$ cat src/rtl/spi_xip_pkg.sv
// Shared constants, state encoding and bus payload for the SPI execute-in-place sequencer.
package spi_xip_pkg;

  localparam int unsigned ADR_W = 5;
  localparam int unsigned DAT_W = 32;
  localparam int unsigned SEL_W = 4;

  localparam logic [ADR_W-1:0] OFS_RX0  = 5'h00;
  localparam logic [ADR_W-1:0] OFS_TX1  = 5'h04;
  localparam logic [ADR_W-1:0] OFS_CTRL = 5'h10;
  localparam logic [ADR_W-1:0] OFS_DIV  = 5'h14;
  localparam logic [ADR_W-1:0] OFS_SS   = 5'h18;

  localparam int unsigned CTRL_GO_BSY = 8;
  localparam int unsigned CTRL_TX_NEG = 10;
  localparam int unsigned CTRL_ASS    = 13;
  localparam logic [6:0]  CHAR_LEN_64 = 7'd64;
  localparam logic [7:0]  CMD_READ    = 8'h03;

  // 64-bit transfer, drive on falling edge, auto slave select, start
  localparam logic [DAT_W-1:0] CTRL_XIP = DAT_W'(CHAR_LEN_64)
                                        | (DAT_W'(1) << CTRL_GO_BSY)
                                        | (DAT_W'(1) << CTRL_TX_NEG)
                                        | (DAT_W'(1) << CTRL_ASS);

  typedef enum logic [3:0] {
    IDLE, PASS, WR_DIV, WR_SS, WR_TX1, WR_CTRL, POLL, RD_RX, RESP
  } xip_state_e;

  typedef struct packed {
    logic [ADR_W-1:0] adr;
    logic             we;
    logic [DAT_W-1:0] dat;
    logic [SEL_W-1:0] sel;
  } bus_req_t;

  function automatic logic [DAT_W-1:0] bswap32(input logic [DAT_W-1:0] d);
    return {d[7:0], d[15:8], d[23:16], d[31:24]};
  endfunction

  function automatic logic is_xfer(input xip_state_e s);
    return (s != IDLE) && (s != RESP);
  endfunction

endpackage

$ cat src/rtl/spi_xip_bus_req.sv
// Single core-register access: holds stb/cyc with a fixed request until ack or err,
// then drops strobe for a gap cycle in which done is pulsed and m_dat_i is valid.
module spi_xip_bus_req
  import spi_xip_pkg::*;
(
  input  logic             clk,
  input  logic             rst,
  input  logic             start,
  input  bus_req_t         req,
  output logic [ADR_W-1:0] m_adr,
  output logic [DAT_W-1:0] m_dat_o,
  output logic [SEL_W-1:0] m_sel,
  output logic             m_we,
  output logic             m_stb,
  output logic             m_cyc,
  input  logic [DAT_W-1:0] m_dat_i,
  input  logic             m_ack,
  input  logic             m_err,
  output logic             done,
  output logic             err,
  output logic [DAT_W-1:0] rdata_c
);

  always_ff @(posedge clk or posedge rst) begin
    if (rst) begin
      m_adr   <= '0;
      m_dat_o <= '0;
      m_sel   <= '0;
      m_we    <= 1'b0;
      m_stb   <= 1'b0;
      m_cyc   <= 1'b0;
      done    <= 1'b0;
      err     <= 1'b0;
    end else begin
      done <= 1'b0;
      if (m_stb && (m_ack || m_err)) begin
        m_stb <= 1'b0;
        m_cyc <= 1'b0;
        m_we  <= 1'b0;
        m_sel <= '0;
        done  <= 1'b1;
        err   <= m_err;
      end else if (start && !m_stb) begin
        m_stb   <= 1'b1;
        m_cyc   <= 1'b1;
        m_adr   <= req.adr;
        m_we    <= req.we;
        m_dat_o <= req.dat;
        m_sel   <= req.sel;
      end
    end
  end

  // core holds read data after ack, so the gap cycle samples it directly
  assign rdata_c = m_dat_i;

endmodule

$ cat src/rtl/spi_xip_ctrl.sv
// Execute-in-place sequencer: APB reads in the flash window become SPI read transfers,
// everything else is forwarded to the SPI core registers.
module spi_xip_ctrl
  import spi_xip_pkg::*;
#(
  parameter logic [31:0] FLASH_BASE = 32'h3000_0000,
  parameter logic [31:0] FLASH_END  = 32'h3fff_ffff,
  parameter logic [31:0] SPI_DIV    = 32'h0000_0001,
  parameter logic [7:0]  FLASH_SS   = 8'h01,
  parameter logic [15:0] POLL_MAX   = 16'd1023
) (
  input  logic             clk,
  input  logic             rst,
  input  logic [31:0]      in_paddr,
  input  logic             in_psel,
  input  logic             in_penable,
  input  logic             in_pwrite,
  input  logic [31:0]      in_pwdata,
  input  logic [3:0]       in_pstrb,
  output logic             in_pready,
  output logic [31:0]      in_prdata,
  output logic             in_pslverr,
  output logic [ADR_W-1:0] m_adr,
  output logic [DAT_W-1:0] m_dat_o,
  output logic [SEL_W-1:0] m_sel,
  output logic             m_we,
  output logic             m_stb,
  output logic             m_cyc,
  input  logic [DAT_W-1:0] m_dat_i,
  input  logic             m_ack,
  input  logic             m_err
);

  xip_state_e       state_q, state_d;
  logic             cfg_done_q, skip_q;
  logic [15:0]      poll_cnt_q;
  logic [23:0]      paddr_q;
  logic             pwrite_q;
  logic [31:0]      pwdata_q;
  logic [3:0]       pstrb_q;

  logic             hit_c, accept_c, start_c, cfg_set_c, cfg_clr_c, poll_inc_c;
  logic             rsp_err_c;
  logic [31:0]      rsp_data_c;
  bus_req_t         req_c;
  logic             req_done, req_err;
  logic [DAT_W-1:0] req_rdata_c;

  function automatic bus_req_t req_for(input xip_state_e st, input logic [23:0] adr,
                                       input logic we, input logic [31:0] wdata,
                                       input logic [3:0] strb);
    bus_req_t r;
    r.adr = OFS_RX0;
    r.we  = 1'b0;
    r.dat = '0;
    r.sel = '1;
    case (st)
      PASS:    begin r.adr = adr[4:0]; r.we = we; r.dat = wdata; r.sel = strb; end
      WR_DIV:  begin r.adr = OFS_DIV;  r.we = 1'b1; r.dat = SPI_DIV; end
      WR_SS:   begin r.adr = OFS_SS;   r.we = 1'b1; r.dat = DAT_W'(FLASH_SS); end
      WR_TX1:  begin r.adr = OFS_TX1;  r.we = 1'b1; r.dat = {CMD_READ, adr[23:2], 2'b00}; end
      WR_CTRL: begin r.adr = OFS_CTRL; r.we = 1'b1; r.dat = CTRL_XIP; end
      POLL:    r.adr = OFS_CTRL;
      default: r.adr = OFS_RX0;
    endcase
    return r;
  endfunction

  spi_xip_bus_req u_bus_req (
    .clk     (clk),
    .rst     (rst),
    .start   (start_c),
    .req     (req_c),
    .m_adr   (m_adr),
    .m_dat_o (m_dat_o),
    .m_sel   (m_sel),
    .m_we    (m_we),
    .m_stb   (m_stb),
    .m_cyc   (m_cyc),
    .m_dat_i (m_dat_i),
    .m_ack   (m_ack),
    .m_err   (m_err),
    .done    (req_done),
    .err     (req_err),
    .rdata_c (req_rdata_c)
  );

  always_ff @(posedge clk or posedge rst) begin
    if (rst) state_q <= IDLE;
    else     state_q <= state_d;
  end

  always_comb begin
    state_d    = state_q;
    accept_c   = 1'b0;
    start_c    = 1'b0;
    cfg_set_c  = 1'b0;
    cfg_clr_c  = 1'b0;
    poll_inc_c = 1'b0;
    rsp_err_c  = 1'b0;
    rsp_data_c = '0;
    req_c      = '0;
    hit_c      = (in_paddr >= FLASH_BASE) && (in_paddr <= FLASH_END);
    case (state_q)
      IDLE: begin
        if (in_psel && in_penable && !in_pready && !skip_q) begin
          accept_c = 1'b1;
          if (hit_c && in_pwrite) begin
            state_d   = RESP;
            rsp_err_c = 1'b1;
          end else if (hit_c) begin
            state_d = cfg_done_q ? WR_TX1 : WR_DIV;
          end else begin
            state_d = PASS;
          end
        end
      end
      PASS: begin
        if (req_done) begin
          state_d    = RESP;
          rsp_data_c = req_rdata_c;
          rsp_err_c  = req_err;
          // rewriting DIVIDER or SS behind our back invalidates the flash setup
          if (pwrite_q && ((paddr_q[4:0] == OFS_DIV) || (paddr_q[4:0] == OFS_SS)))
            cfg_clr_c = 1'b1;
        end
      end
      RESP: state_d = IDLE;
      default: begin
        if (req_done) begin
          if (req_err) begin
            state_d   = RESP;
            rsp_err_c = 1'b1;
            cfg_clr_c = 1'b1;
          end else begin
            case (state_q)
              WR_DIV:  state_d = WR_SS;
              WR_SS:   begin state_d = WR_TX1; cfg_set_c = 1'b1; end
              WR_TX1:  state_d = WR_CTRL;
              WR_CTRL: state_d = POLL;
              POLL: begin
                if (!req_rdata_c[CTRL_GO_BSY]) begin
                  state_d = RD_RX;
                end else if (poll_cnt_q < POLL_MAX) begin
                  poll_inc_c = 1'b1;
                end else begin
                  state_d   = RESP;
                  rsp_err_c = 1'b1;
                end
              end
              RD_RX: begin
                state_d    = RESP;
                rsp_data_c = bswap32(req_rdata_c);
              end
              default: state_d = IDLE;
            endcase
          end
        end
      end
    endcase
    // launch the next access on the same cycle the current one completes
    if ((accept_c || req_done) && is_xfer(state_d)) begin
      start_c = 1'b1;
      if (state_q == IDLE)
        req_c = req_for(state_d, in_paddr[23:0], in_pwrite, in_pwdata, in_pstrb);
      else
        req_c = req_for(state_d, paddr_q, pwrite_q, pwdata_q, pstrb_q);
    end
  end

  always_ff @(posedge clk or posedge rst) begin
    if (rst) begin
      cfg_done_q <= 1'b0;
      poll_cnt_q <= '0;
      skip_q     <= 1'b0;
      paddr_q    <= '0;
      pwrite_q   <= 1'b0;
      pwdata_q   <= '0;
      pstrb_q    <= '0;
      in_pready  <= 1'b0;
      in_prdata  <= '0;
      in_pslverr <= 1'b0;
    end else begin
      skip_q <= (state_q == RESP);
      if (accept_c) begin
        paddr_q  <= in_paddr[23:0];
        pwrite_q <= in_pwrite;
        pwdata_q <= in_pwdata;
        pstrb_q  <= in_pstrb;
      end
      if (cfg_clr_c)      cfg_done_q <= 1'b0;
      else if (cfg_set_c) cfg_done_q <= 1'b1;
      if (state_q == RESP) poll_cnt_q <= '0;
      else if (poll_inc_c) poll_cnt_q <= poll_cnt_q + 16'd1;
      in_pready  <= (state_d == RESP);
      in_prdata  <= (state_d == RESP) ? rsp_data_c : '0;
      in_pslverr <= (state_d == RESP) && rsp_err_c;
    end
  end

endmodule
$ cat config.mk
export PLATFORM = sky130hd
export DESIGN_NAME = spi_xip_ctrl
export DESIGN_NICKNAME = d
export VERILOG_FILES = /design/src/rtl/spi_xip_pkg.sv /design/src/rtl/spi_xip_bus_req.sv /design/src/rtl/spi_xip_ctrl.sv
export SDC_FILE = /design/constraint.sdc
export NUM_CORES = 1
export LEC_CHECK = 0
export CAP_MARGIN = 40
export CORE_ASPECT_RATIO = 0.7
export CORE_MARGIN = 5
export CORE_UTILIZATION = 45
export CTS_CLUSTER_DIAMETER = 120
export DETAILED_ROUTE_END_ITERATION = 10
export PLACE_DENSITY = 0.76
export SLEW_MARGIN = 20
export SYNTH_ARGS = -nofsm -noshare
export SYNTH_HDL_FRONTEND = slang
export SYNTH_HIERARCHICAL = 1
export SYNTH_SLANG_ARGS = --single-unit
$ cat constraint.sdc
create_clock -name clk -period 4 [get_ports clk]
set_input_delay 1 -clock clk [delete_from_list [all_inputs] [get_ports clk]]
set_output_delay 1 -clock clk [all_outputs]
set_load 0.05 [all_outputs]
==> results.sh <==
export IMPL_ys_seq_elements=155
export IMPL_setup_tns_ns=0
export IMPL_cap_violations=0
export IMPL_routed_wl_mm=21.0
export IMPL_regArea_sq_um=3880
export IMPL_finalHoldViolCount=0
export IMPL_reg2regPathDepth=9
export IMPL_hold_class="flop to flop"
export IMPL_drive_gt1_frac=0.132
export IMPL_critical_path_max_stage_delay_ns=0.54
export IMPL_ys_types=65
export IMPL_max_freq_mhz=280
export IMPL_clk_pin_slew_ns=0.06
export IMPL_start_util=0.455
export IMPL_fin_crit_sh=0.892
export IMPL_async_flop_share=1.00
export IMPL_status="complete, no violations"
export IMPL_crit_required_ns=4.36
export IMPL_coreArea_sq_um=17100
export IMPL_grt_use_total=0.209
export IMPL_final_antenna_net_count=0
export IMPL_clk_latency_ns=0.42
export IMPL_grt_max_degree=56
export IMPL_ys_warn_count=6
export IMPL_place_area_sq_um=9680
export IMPL_cts_buffers=17
export IMPL_drtIter0Drc=461
export IMPL_crit_path_max_fanout=18
export IMPL_worstPathCellList="clkdlybuf4s50_1 -> and4bb_2 -> o32ai_4 -> a311oi_2 -> inv_2 -> nor4_4 -> buf_12 -> nand3_1 -> a221oi_1 -> mux2_1"
export IMPL_syn_to_final_growth_pct=32.9
export IMPL_cp_end_kind="flop"
export IMPL_cpMaxStageDelayCell="a311oi_2"
export IMPL_slew_viol_final=0
export IMPL_synth_edf_count=0
export IMPL_grt_pass1_vias=6388
export IMPL_vias_per_cell=5.55
export IMPL_die_height_um=120
export IMPL_die_area_sq_um=20000
export IMPL_postCtsSetupBuffers=0
export IMPL_postSynthAreaPerCell_sq_um=9.63
export IMPL_cts_tree="yes"
export IMPL_multi_input_area_sq_um=3370
export IMPL_p_per_area_nw_per_um2=736
export IMPL_whs_path_depth=2
export IMPL_drt_wirelength_per_cell_um=17.8
export IMPL_ys_seq_area_frac=0.499
export IMPL_drtPass1Iterations=5
export IMPL_rsz0062_at_grt="false"
export IMPL_synthCells=807
export IMPL_syn_area_sq_um=7770
export IMPL_cts_sinks=155
export IMPL_die_w_um=167
export IMPL_p_leak_nw=4.68
export IMPL_cts_buffer_depth=2
export IMPL_design_area_sq_um=10300
export IMPL_worst_setup_path_type="input port to flop"
export IMPL_cts_root_buf="clkbuf_16"
export IMPL_fin_crit_ns=3.57
export IMPL_skew_ns=0.00780
export IMPL_start_kind="input port"
export IMPL_grt_overflow=0
export IMPL_grt_pass1_wl_mm=33.8
export IMPL_arrival_ns=3.93
export IMPL_port_buffers=180
export IMPL_whs_ns=0.474
export IMPL_vias=6569
export IMPL_fin_nets=1049
export IMPL_post_cts_resized=0
export IMPL_antennaDiodeCount=0
export IMPL_ir_worst_vdd_mv=0.417
export IMPL_post_route_util=0.605
export IMPL_ys_flop_type="dfrtp_1"
export IMPL_h_tree_depth=4
export IMPL_cts_hold_buf=0
export IMPL_tightest_slew_ns=0.841
export IMPL_dp_hpwl_mm=14.2
export IMPL_setup_violations=0
export IMPL_n_fill_cell=1398
export IMPL_place_congestion=0.843
export IMPL_syn_nets=915
export IMPL_p_total_mw=7.60
export IMPL_drcViolationCount=0
export IMPL_relSlewSlack=0.438
export IMPL_io_pins=185
export IMPL_antenna_found_initial=0
export IMPL_num_rows=40
## placed cells by master, fill, tap and decap left out, types with 3 or more instances in the layout
cell type and instances:
a32oi_1 3, a31oi_1 13, clkinv_4 3, nand2_1 225
a221oi_2 10, clkdlybuf4s50_1 180, nor3b_1 3, buf_4 20
and2_1 10, dfrtp_1 155, o21ai_0 4, nor2_1 30
clkbuf_16 17, nand3_1 41, inv_6 3, xor2_1 9
nand4_1 3, a22o_1 28, a22oi_1 7, inv_1 4
buf_12 8, bufinv_16 5, a221o_1 5, nor3_1 6
and3_1 5, a221oi_1 5, mux2_2 32, nor4bb_1 7
mux2_1 5, a21oi_1 38, nor2b_1 13, a311oi_2 5
## logic make-up after synthesis
logic type | share of synthesized area
simple gates | 0.216
flops | 0.499
compound gates | 0.143
buf+inv | 0.0734
mux | 0.0549
xor+xnor | 0.0113
fa+ha+maj | 0.00161
## cell type report
class | count | share of cell area
clock buffer | 18 | 0.0416
clock inverter | 13 | 0.0208
inverter | 8 | 0.00327
multi-input combinational | 551 | 0.326
sequential | 155 | 0.376
tap | 231 | 0.0280
timing repair buffer | 208 | 0.205
## worst max-delay path, delay by kind of cell
family / cells / cell delay (ns)
AOI/OAI and AO/OA: 3 / 0.99
buffers and inverters: 3 / 0.86
muxes: 1 / 0.18
and+or+nand+nor: 3 / 0.89
## registers in the layout (all words and copies together), names as in the netlist, 4 cells and up
signal / cells
in_prdata: 32
paddr_q: 24
poll_cnt_q: 16
pstrb_q: 4
pwdata_q: 25
state_q: 4
u_bus_req/m_adr: 5
u_bus_req/m_dat_o: 32
u_bus_req/m_sel: 4
## synth_stat cells, types with 3 or more instances
cell type    n  area share
a21oi_1     38       0.024
a221o_1      5      0.0064
a221oi_1     5      0.0056
a221oi_2    10       0.019
a22o_1      28       0.032
a22oi_1      7      0.0068
a311oi_2     5      0.0097
a31oi_1     13       0.010
a32oi_1      3      0.0034
and2_1      10      0.0081
and3_1       5      0.0040
buf_2        8      0.0052
buf_4       34       0.033
buf_6        7       0.010
clkbuf_1    44       0.021
dfrtp_1    155        0.50
inv_1        6      0.0029
mux2_1       5      0.0072
mux2_2      32       0.046
nand2_1    225        0.11
nand3_1     41       0.026
nand4_1      3      0.0024
nor2_1      30       0.014
nor2b_1     14       0.011
nor3_1       7      0.0045
nor3b_1      3      0.0029
nor4bb_1     7      0.0090
o21ai_0      4      0.0026
xor2_1       9       0.010
## metrics by stage
step / std cells / worst slack [ns]
2_1_floorplan: 807 / 0.0977
3_3_place_gp: 1152 / 0.0506
3_5_place_dp: 1153 / 0.0207
4_1_cts: 1184 / 0.454
5_1_grt: 1184 / 0.273
6_report: 1184 / 0.431
## routing by layer
| layer | track usage | vias up | part of all wire | wire (um) |
|---|---|---|---|---|
| met1 | 0.295 | 3246 | 0.47 | 9830 |
| met4 | 0.0557 | 0 | 0.011 | 231 |
| li1 | - | 3029 | - | - |
| met5 | 0 | - | 0 | 0 |
| met3 | 0.0685 | 18 | 0.086 | 1800 |
| met2 | 0.312 | 276 | 0.44 | 9160 |
## power breakdown
group	switching (mW)	internal [mW]
Combinational	2.22	1.25
Sequential	0.334	2.02
Clock	0.662	1.11
Total	3.21	4.38
## worst paths after layout
kind                         startpoint                    end  slack [ns]
max                        in_paddr[28]  u_bus_req/m_dat_o[11]        0.43
min                         pwdata_q[3]            pwdata_q[3]        0.47
max reg2reg                  state_q[0]  u_bus_req/m_dat_o[11]        0.81
min reg2reg                 pwdata_q[3]            pwdata_q[3]        0.47
max in group asynchronous           rst            paddr_q[15]        2.20
min in group asynchronous           rst  u_bus_req/m_dat_o[27]        1.00
No activity file was read; power rests on OpenSTA's default activity.
